`config.mk`:
```
export PLATFORM = sky130hd
export DESIGN_NAME = mem_arbiter
export DESIGN_NICKNAME = d
export VERILOG_FILES = /design/src/rtl/mem_arbiter.sv
export SDC_FILE = /design/constraint.sdc
export NUM_CORES = 1
export LEC_CHECK = 0
export CORE_MARGIN = 10
export CORE_UTILIZATION = 25
export DETAILED_ROUTE_END_ITERATION = 10
export PLACE_DENSITY = 0.58
export SLEW_MARGIN = 0
export SYNTH_ARGS = -nofsm -noshare
export SYNTH_HDL_FRONTEND = slang
export SYNTH_SLANG_ARGS = --single-unit
```
`constraint.sdc`:
```
create_clock -name clk -period 4.6 [get_ports clk]
set_input_delay 0.69 -clock clk [delete_from_list [all_inputs] [get_ports clk]]
set_output_delay 0.69 -clock clk [all_outputs]
set_load 0.005 [all_outputs]
```
`src/rtl/mem_arbiter.sv`:
```
// Two-port arbiter/sequencer in front of a single-port word memory.
// One access in flight at a time: IDLE -> ACCESS -> RESP -> IDLE.
module mem_arbiter #(
  parameter bit RR_ENABLE     = 1'b1,
  parameter int ERR_CNT_WIDTH = 8
) (
  input  logic                     clk,
  input  logic                     rst_n,
  input  logic                     p0_req,
  input  logic                     p0_we,
  input  logic [31:0]              p0_addr,
  input  logic [31:0]              p0_wdata,
  output logic                     p0_gnt,
  output logic                     p0_rsp_valid,
  output logic [31:0]              p0_rdata,
  output logic [1:0]               p0_err,
  input  logic                     p1_req,
  input  logic                     p1_we,
  input  logic [31:0]              p1_addr,
  input  logic [31:0]              p1_wdata,
  output logic                     p1_gnt,
  output logic                     p1_rsp_valid,
  output logic [31:0]              p1_rdata,
  output logic [1:0]               p1_err,
  output logic                     mem_r_en,
  output logic                     mem_w_en,
  output logic [31:0]              mem_r_addr,
  output logic [31:0]              mem_w_addr,
  output logic [31:0]              mem_w_data,
  input  logic [31:0]              mem_r_data,
  input  logic [1:0]               mem_state,
  output logic                     busy,
  output logic [ERR_CNT_WIDTH-1:0] err_count
);

  typedef enum logic [1:0] {
    IDLE,
    ACCESS,
    RESP
  } state_t;

  localparam logic [ERR_CNT_WIDTH-1:0] CNT_ONE = 1;

  state_t state, state_nx;

  logic        owner, owner_nx;
  logic        last, last_nx;
  logic        cmd_we, cmd_we_nx;
  logic [31:0] cmd_addr, cmd_addr_nx;
  logic [31:0] cmd_wdata, cmd_wdata_nx;

  logic        gnt0_nx, gnt1_nx;
  logic        v0_nx, v1_nx;
  logic        ren_nx, wen_nx;
  logic        busy_nx;
  logic [31:0] rdata0_nx, rdata1_nx;
  logic [1:0]  err0_nx, err1_nx;
  logic [31:0] rsp_data;
  logic        win;

  logic [ERR_CNT_WIDTH-1:0] cnt_nx;

  // last = port of the previous grant; the other port wins a tie
  assign win = p1_req & (~p0_req | (RR_ENABLE & ~last));

  assign rsp_data = (!cmd_we && mem_state == 2'b00)
                  ? mem_r_data : 32'h0;

  always_comb begin
    state_nx     = state;
    owner_nx     = owner;
    last_nx      = last;
    cmd_we_nx    = cmd_we;
    cmd_addr_nx  = cmd_addr;
    cmd_wdata_nx = cmd_wdata;
    gnt0_nx      = 1'b0;
    gnt1_nx      = 1'b0;
    v0_nx        = 1'b0;
    v1_nx        = 1'b0;
    ren_nx       = 1'b0;
    wen_nx       = 1'b0;
    rdata0_nx    = p0_rdata;
    rdata1_nx    = p1_rdata;
    err0_nx      = p0_err;
    err1_nx      = p1_err;
    cnt_nx       = err_count;
    unique case (state)
      IDLE: begin
        if (p0_req || p1_req) begin
          owner_nx     = win;
          last_nx      = win;
          cmd_we_nx    = win ? p1_we    : p0_we;
          cmd_addr_nx  = win ? p1_addr  : p0_addr;
          cmd_wdata_nx = win ? p1_wdata : p0_wdata;
          gnt0_nx      = ~win;
          gnt1_nx      = win;
          ren_nx       = ~cmd_we_nx;
          wen_nx       = cmd_we_nx;
          state_nx     = ACCESS;
        end
      end
      ACCESS: state_nx = RESP;
      RESP: begin
        state_nx = IDLE;
        if (owner) begin
          v1_nx     = 1'b1;
          rdata1_nx = rsp_data;
          err1_nx   = mem_state;
        end else begin
          v0_nx     = 1'b1;
          rdata0_nx = rsp_data;
          err0_nx   = mem_state;
        end
        if (mem_state != 2'b00 && err_count != '1)
          cnt_nx = err_count + CNT_ONE;
      end
      default: state_nx = IDLE;
    endcase
    busy_nx = (state_nx != IDLE);
  end

  always_ff @(posedge clk or negedge rst_n) begin
    if (!rst_n) begin
      state        <= IDLE;
      owner        <= 1'b0;
      last         <= 1'b1;
      cmd_we       <= 1'b0;
      cmd_addr     <= 32'h0;
      cmd_wdata    <= 32'h0;
      p0_gnt       <= 1'b0;
      p1_gnt       <= 1'b0;
      p0_rsp_valid <= 1'b0;
      p1_rsp_valid <= 1'b0;
      p0_rdata     <= 32'h0;
      p1_rdata     <= 32'h0;
      p0_err       <= 2'b00;
      p1_err       <= 2'b00;
      mem_r_en     <= 1'b0;
      mem_w_en     <= 1'b0;
      busy         <= 1'b0;
      err_count    <= '0;
    end else begin
      state        <= state_nx;
      owner        <= owner_nx;
      last         <= last_nx;
      cmd_we       <= cmd_we_nx;
      cmd_addr     <= cmd_addr_nx;
      cmd_wdata    <= cmd_wdata_nx;
      p0_gnt       <= gnt0_nx;
      p1_gnt       <= gnt1_nx;
      p0_rsp_valid <= v0_nx;
      p1_rsp_valid <= v1_nx;
      p0_rdata     <= rdata0_nx;
      p1_rdata     <= rdata1_nx;
      p0_err       <= err0_nx;
      p1_err       <= err1_nx;
      mem_r_en     <= ren_nx;
      mem_w_en     <= wen_nx;
      busy         <= busy_nx;
      err_count    <= cnt_nx;
    end
  end

  assign mem_r_addr = cmd_addr;
  assign mem_w_addr = cmd_addr;
  assign mem_w_data = cmd_wdata;

endmodule

```
==> run_results.csv, run 1 <==
group,metric,value,unit
sta,final-hold-violation-count,0,
floorplanning,die_y,178,um
critical_path,required,4.95,ns
clock_tree,ctsResizeCount,0,
route,vias,5457,
sta,fin_crit_sh,49.4,%
status,run_status,"finished, final reports clean",
grt,grt_use_total,14.9,%
synthesis,synth_cell_type_count,34,
sta,rsz0062_at_grt,"false",
floorplanning,io_pins,347,
layout,multi_input_area,1740,um2
critical_path,cp-endpoint,"mem_r_addr[0]$_DFFE_PN0P_",
clock_tree,cts_root_buf,"clkbuf_16",
critical_path,crit_arrival,2.62,ns
sta,slew_violations,0,
grt,antenna_found_initial,1,
placement,gp_congestion,0.761,
placement,place_area,9720,um2
clock_tree,cts_tree,"built",
route,final_antenna_net_count,0,
synthesis,synth_area_per_cell,10.9,um2
floorplanning,die_w,178,um
sta,max_slew_margin,45.6,%
sta,setup_tns,0,ns
grt,overflow,0,
floorplanning,core,24400,um2
sta,fmax,440,MHz
sta,finalCriticalPeriod,2.27,ns
floorplanning,start_util,25.4,%
critical_path,crit_fanout,65,
synthesis,syn_inst,569,
synthesis,ys_warn_count,0,
power,ir_drop,0.000284,V
layout,fill_cells,2403,
worst_hold_path,min_path_type,"primary input to asynchronous set/reset pin",
route,drc,0,
route,avgViaCountPerCell,4.52,
sta,holdWs,0.254,ns
placement,numPortBuffers,346,
clock_tree,clk_latency,0.42,ns
synthesis,yosysSeqAreaShare,61.3,%
critical_path,worst_r2r_endpoint,"mem_r_addr[0]$_DFFE_PN0P_",
critical_path,endpoint_kind,"flop",
synthesis,netlist_top_cells_area,"dfrtp_1 61%, a222oi_1 10%, nand2_1 6.2%",
sta,worstMarginPinSlew,0.817,ns
sta,setup_violations,0,
sta,worst_slack,2.33,ns
power,leakage,0.00458,uW
clock_tree,post-cts-setup-buffers,0,
critical_path,start_kind,"primary input",
synthesis,synth-edff-count,0,
layout,syn2layout_area_growth,66.9,%
clock_tree,clock-sinks,152,
placement,place_ws,1.90,ns
route,routed_wl,24100,um
route,wl_per_cell,20.0,um
clock_tree,cts_buffers,17,
clock_tree,cts_buffer_depth,2,
critical_path,worst-r2r-cell-count,5,
synthesis,synth_area,6210,um2
grt,grt_first_pass_wirelength,36400,um
floorplanning,rows,57,
critical_path,reg2reg_slack,2.51,ns
power,total_power,6910,uW
clock_tree,cts_hold_buf,0,
grt,grt_pass1_vias,5855,
critical_path,timing.rr.start,"state[0]$_DFF_PN0_",
layout,num-nets-final,1039,
synthesis,yosysTopAreaCell,"dfrtp_1",
route,first_pass_iters,5,
synthesis,async_flop_share,100,%
layout,drive_gt1_share,6.01,%
clock_tree,clk_pin_slew_worst_paths,0.07,ns
layout,seq_area,3800,um2
clock_tree,h-tree-depth,4,
flow_run,max-cap-violations,0,
grt,grt_max_degree,89,
synthesis,ys_ff_latch,152,
floorplanning,dieArea,31500,um2
placement,post-dp-hpwl,17700,um
synthesis,synth_top_cell_area_share,60.9,%
sta,skew,0.0144,ns
synthesis,synthFlopType,"dfrtp_1",
critical_path,critical_path_class,"primary input to flop",
route,drtIter0Drc,523,
synthesis,synth_fp_nets,738,
critical_path,cp-startpoint,"p1_req",
layout,fin_area,10400,um2
power,p_per_area,667,nW/um2
placed cells by master, fill, tap and decap left out, types with 3 or more instances in the layout:
cell               n
nand2_1          101
mux2i_1            3
buf_4              5
o21ai_0           67
clkinv_4           5
clkdlybuf4s50_1  345
a222oi_1          62
nor2_1             7
dfrtp_1          151
a21o_1             3
nand2b_1           4
bufinv_16          4
clkbuf_16         17
mux2_2             7
inv_1             65
routing by layer:
| layer | vias up | routed length, um | GRT usage, % |
|---|---|---|---|
| met2 | 262 | 11200 | 23.5 |
| li1 | 2566 | - | - |
| met4 | 0 | 310 | 4.24 |
| met1 | 2615 | 9700 | 17.7 |
| met3 | 14 | 2870 | 7.50 |
| met5 | - | 0 | 0 |
metrics by stage:
stage / utilization [%] / instances
after CTS: 42.4 / 1206
after global routing: 42.5 / 1207
after global placement: 39.8 / 1175
after detailed placement: 39.8 / 1175
after floorplan: - / 569
final: 42.5 / 1207
worst min-delay path by stage:
stage / startpoint / endpoint / slack, ns / depth (start not counted)
final: rst_n / p0_rdata[25]$_DFFE_PN0P_ / 0.25 / 1
after CTS: rst_n / p1_rdata[22]$_DFFE_PN0P_ / 0.27 / 1
after global routing: rst_n / p0_rdata[22]$_DFFE_PN0P_ / 0.29 / 1
after detailed placement: p1_rdata[22]$_DFFE_PN0P_ / p1_rdata[22]$_DFFE_PN0P_ / 0.47 / 2
after floorplan: rst_n / busy$_DFF_PN0_ / 0.39 / 0
after global placement: p1_rdata[14]$_DFFE_PN0P_ / p1_rdata[14]$_DFFE_PN0P_ / 0.46 / 2
synthesized netlist by cell type, drive strengths merged (5+ instances only):
| library cell | count |
|---|---|
| a222oi | 62 |
| buf | 53 |
| clkbuf | 17 |
| dfrtp | 151 |
| inv | 65 |
| mux2 | 7 |
| nand2 | 102 |
| nand2b | 5 |
| nor2 | 7 |
| o21ai | 68 |
worst max-delay path, cell delays in order:
cell and delay (ns):
clkdlybuf4s50_1 0.55, a21boi_2 0.32, and2_4 0.67, a222oi_1 0.25
inv_1 0.09
sequential cells by signal, indices dropped and copies added, names as in the netlist, 2 cells and up:
| name | cells |
|---|---|
| err_count | 8 |
| state | 2 |
| p0_err | 2 |
| mem_w_data | 32 |
| p1_err | 2 |
| mem_r_addr | 32 |
| p1_rdata | 32 |
| p0_rdata | 32 |
cells by family after synthesis:
group / synth area share, %
AO/OA/AOI/OAI: 16.6
flip-flops: 61.3
multiplexers: 1.75
buffers and inverters: 11.0
XOR/XNOR: 0.423
AND/OR/NAND/NOR: 8.75
adder cells (fa/ha/maj): 0.202
final cells by class:
type | count | area share (%)
timing repair buffer | 352 | 34.0
clock buffer | 19 | 4.28
antenna | 1 | 0.0242
clock inverter | 12 | 1.86
multi-input combinational | 282 | 16.8
tap | 324 | 3.91
sequential | 152 | 36.7
inverter | 65 | 2.36
power by group:
| group | switching [uW] | leakage (uW) | internal [uW] | total (uW) |
|---|---|---|---|---|
| Combinational | 1230 | 0.00232 | 1760 | 2990 |
| Clock | 586 | 0.000310 | 933 | 1520 |
| Sequential | 428 | 0.00196 | 1970 | 2400 |
No activity file was read; power rests on OpenSTA's default activity.
==> inputs of run 2 (changes only) <==
- PLACE_DENSITY: 0.58 -> 0.6
- clock period: 4.6 -> 2 ns (I/O delays scaled with it)
==> run_results.csv, run 2 (synthesis gave the netlist of run 1 again) <==
group,metric,value,unit
status,run_status,"finished, final reports clean",
critical_path,crit_arrival,1.41,ns
clock_tree,cts_buffers,17,
power,ir_drop,0.000712,V
route,wl_per_cell,19.3,um
clock_tree,clk_pin_slew_worst_paths,0.07,ns
clock_tree,clock-sinks,152,
power,total_power,16100,uW
floorplanning,die_y,178,um
placement,post-dp-hpwl,17900,um
floorplanning,start_util,25.4,%
critical_path,critical_path_class,"flop to output pin",
route,first_pass_iters,6,
layout,antenna_cells,0,
route,routed_wl,23600,um
floorplanning,core,24400,um2
sta,slew_violations,0,
clock_tree,post-cts-setup-buffers,0,
critical_path,max_stage_delay,0.59,ns
critical_path,crit_path_top_delay_cell,"clkdlybuf4s50_1",
critical_path,crit_family,"buffers and inverters",
critical_path,reg2reg_slack,0.30,ns
critical_path,worst-r2r-cell-count,4,
grt,overflow,0,
sta,worst_slack,0.291,ns
route,avgViaCountPerCell,4.50,
placement,gp_congestion,0.764,
layout,drive_gt1_share,7.58,%
layout,final_cell_mix,"345 x clkdlybuf4s50_1, 151 x dfrtp_1, 101 x nand2_1",
grt,grt_first_pass_wirelength,36000,um
layout,finish.utilization,43.3,%
worst_hold_path,min_path_type,"primary input to asynchronous set/reset pin",
sta,setup_tns,0,ns
critical_path,crit_chain,"clkdlybuf4s50_1",
clock_tree,clk_latency,0.41,ns
grt,antenna_found_initial,0,
critical_path,worst_r2r_endpoint,"err_count[1]$_DFFE_PN0P_",
route,drtIter0Drc,432,
clock_tree,ctsResizeCount,0,
grt,grt_use_total,14.7,%
layout,syn2layout_area_growth,70.2,%
critical_path,crit_fanout,3,
critical_path,endpoint_kind,"output pin",
floorplanning,die_w,178,um
layout,layout_commonest_cell,"clkdlybuf4s50_1",
sta,skew,0.0149,ns
grt,grt_max_degree,68,
critical_path,path_buf_inv,1,
sta,holdWs,0.350,ns
clock_tree,h-tree-depth,4,
route,final_antenna_net_count,0,
placement,numPortBuffers,346,
power,p_per_area,1530,nW/um2
layout,fill_cells,2377,
sta,fin_crit_sh,85.4,%
sta,max_slew_margin,69.2,%
floorplanning,dieArea,31500,um2
floorplanning,rows,57,
critical_path,timing.rr.start,"err_count[0]$_DFFE_PN0P_",
sta,worstMarginPinSlew,0.458,ns
critical_path,start_kind,"flop",
placement,place_ws,0.103,ns
layout,num-nets-final,1056,
flow_run,max-cap-violations,0,
sta,final-hold-violation-count,0,
clock_tree,cts_tree,"built",
grt,grt_pass1_vias,5833,
critical_path,required,1.70,ns
route,drc,0,
floorplanning,io_pins,347,
sta,rsz0062_at_grt,"false",
sta,finalCriticalPeriod,1.71,ns
layout,seq_area,3800,um2
layout,multi_input_area,1740,um2
sta,fmax,585,MHz
power,leakage,0.00470,uW
route,vias,5496,
clock_tree,cts_hold_buf,1,
clock_tree,cts_root_buf,"clkbuf_16",
sta,setup_violations,0,
clock_tree,cts_buffer_depth,2,
run 2: changes by cell type in the layout (fill, tap and decap cells not counted), sizes merged:
cell / change
dlygate4sd3: +1
diode: -1
clkbuf: -2
bufinv: +1
inv: -3
clkinv: +2
buf: +16
run 2: how the worst max path moves through the flow:
stage / start / endpoint / slack [ns] / cells after the start
4_1_cts: err_count[2]$_DFFE_PN0P_ / err_count[2] / 0.26 / 1
2_1_floorplan: err_count[0]$_DFFE_PN0P_ / err_count[1]$_DFFE_PN0P_ / 0.39 / 4
3_3_place_gp: p1_req / mem_r_addr[29]$_DFFE_PN0P_ / 0.13 / 6
3_5_place_dp: p1_req / mem_r_addr[30]$_DFFE_PN0P_ / 0.10 / 6
5_1_grt: state[1]$_DFF_PN0_ / err_count[7]$_DFFE_PN0P_ / 0.12 / 4
6_report: mem_r_addr[2]$_DFFE_PN0P_ / mem_w_addr[2] / 0.29 / 1
run 2: layer usage:
layer  GRT usage [%]  vias up  part of all wire [%]  routed length, um
met2            23.4      266                    46              11000
met1            17.2     2625                    41               9570
li1                -     2592                     -                  -
met5               0        -                     0                  0
met4            3.65        0                   1.1                254
met3            7.42       13                    12               2830
run 2: metrics by stage:
stage / cells / instance area [um2]
global placement: 1191 / 9920
CTS: 1221 / 10600
detailed placement: 1191 / 9920
global route: 1221 / 10600
floorplan: 569 / 6210
finish: 1221 / 10600
run 2: where the power goes:
group,total [uW],switching [uW],internal [uW],leakage (uW)
registers,5500,958,4540,0.00196
logic,7130,2880,4250,0.00243
clock network,3490,1290,2200,0.000309
total,16100,5130,11000,0.00470
run 2: final cells by class:
type                            count  share of cell area, %
Clock buffer                       17                   4.03
Clock inverter                     12                   1.93
Inverter                           65                   2.31
Multi-Input combinational cell    282                   16.5
Sequential cell                   152                   36.0
Tap cell                          324                   3.84
Timing Repair Buffer              369                   35.4
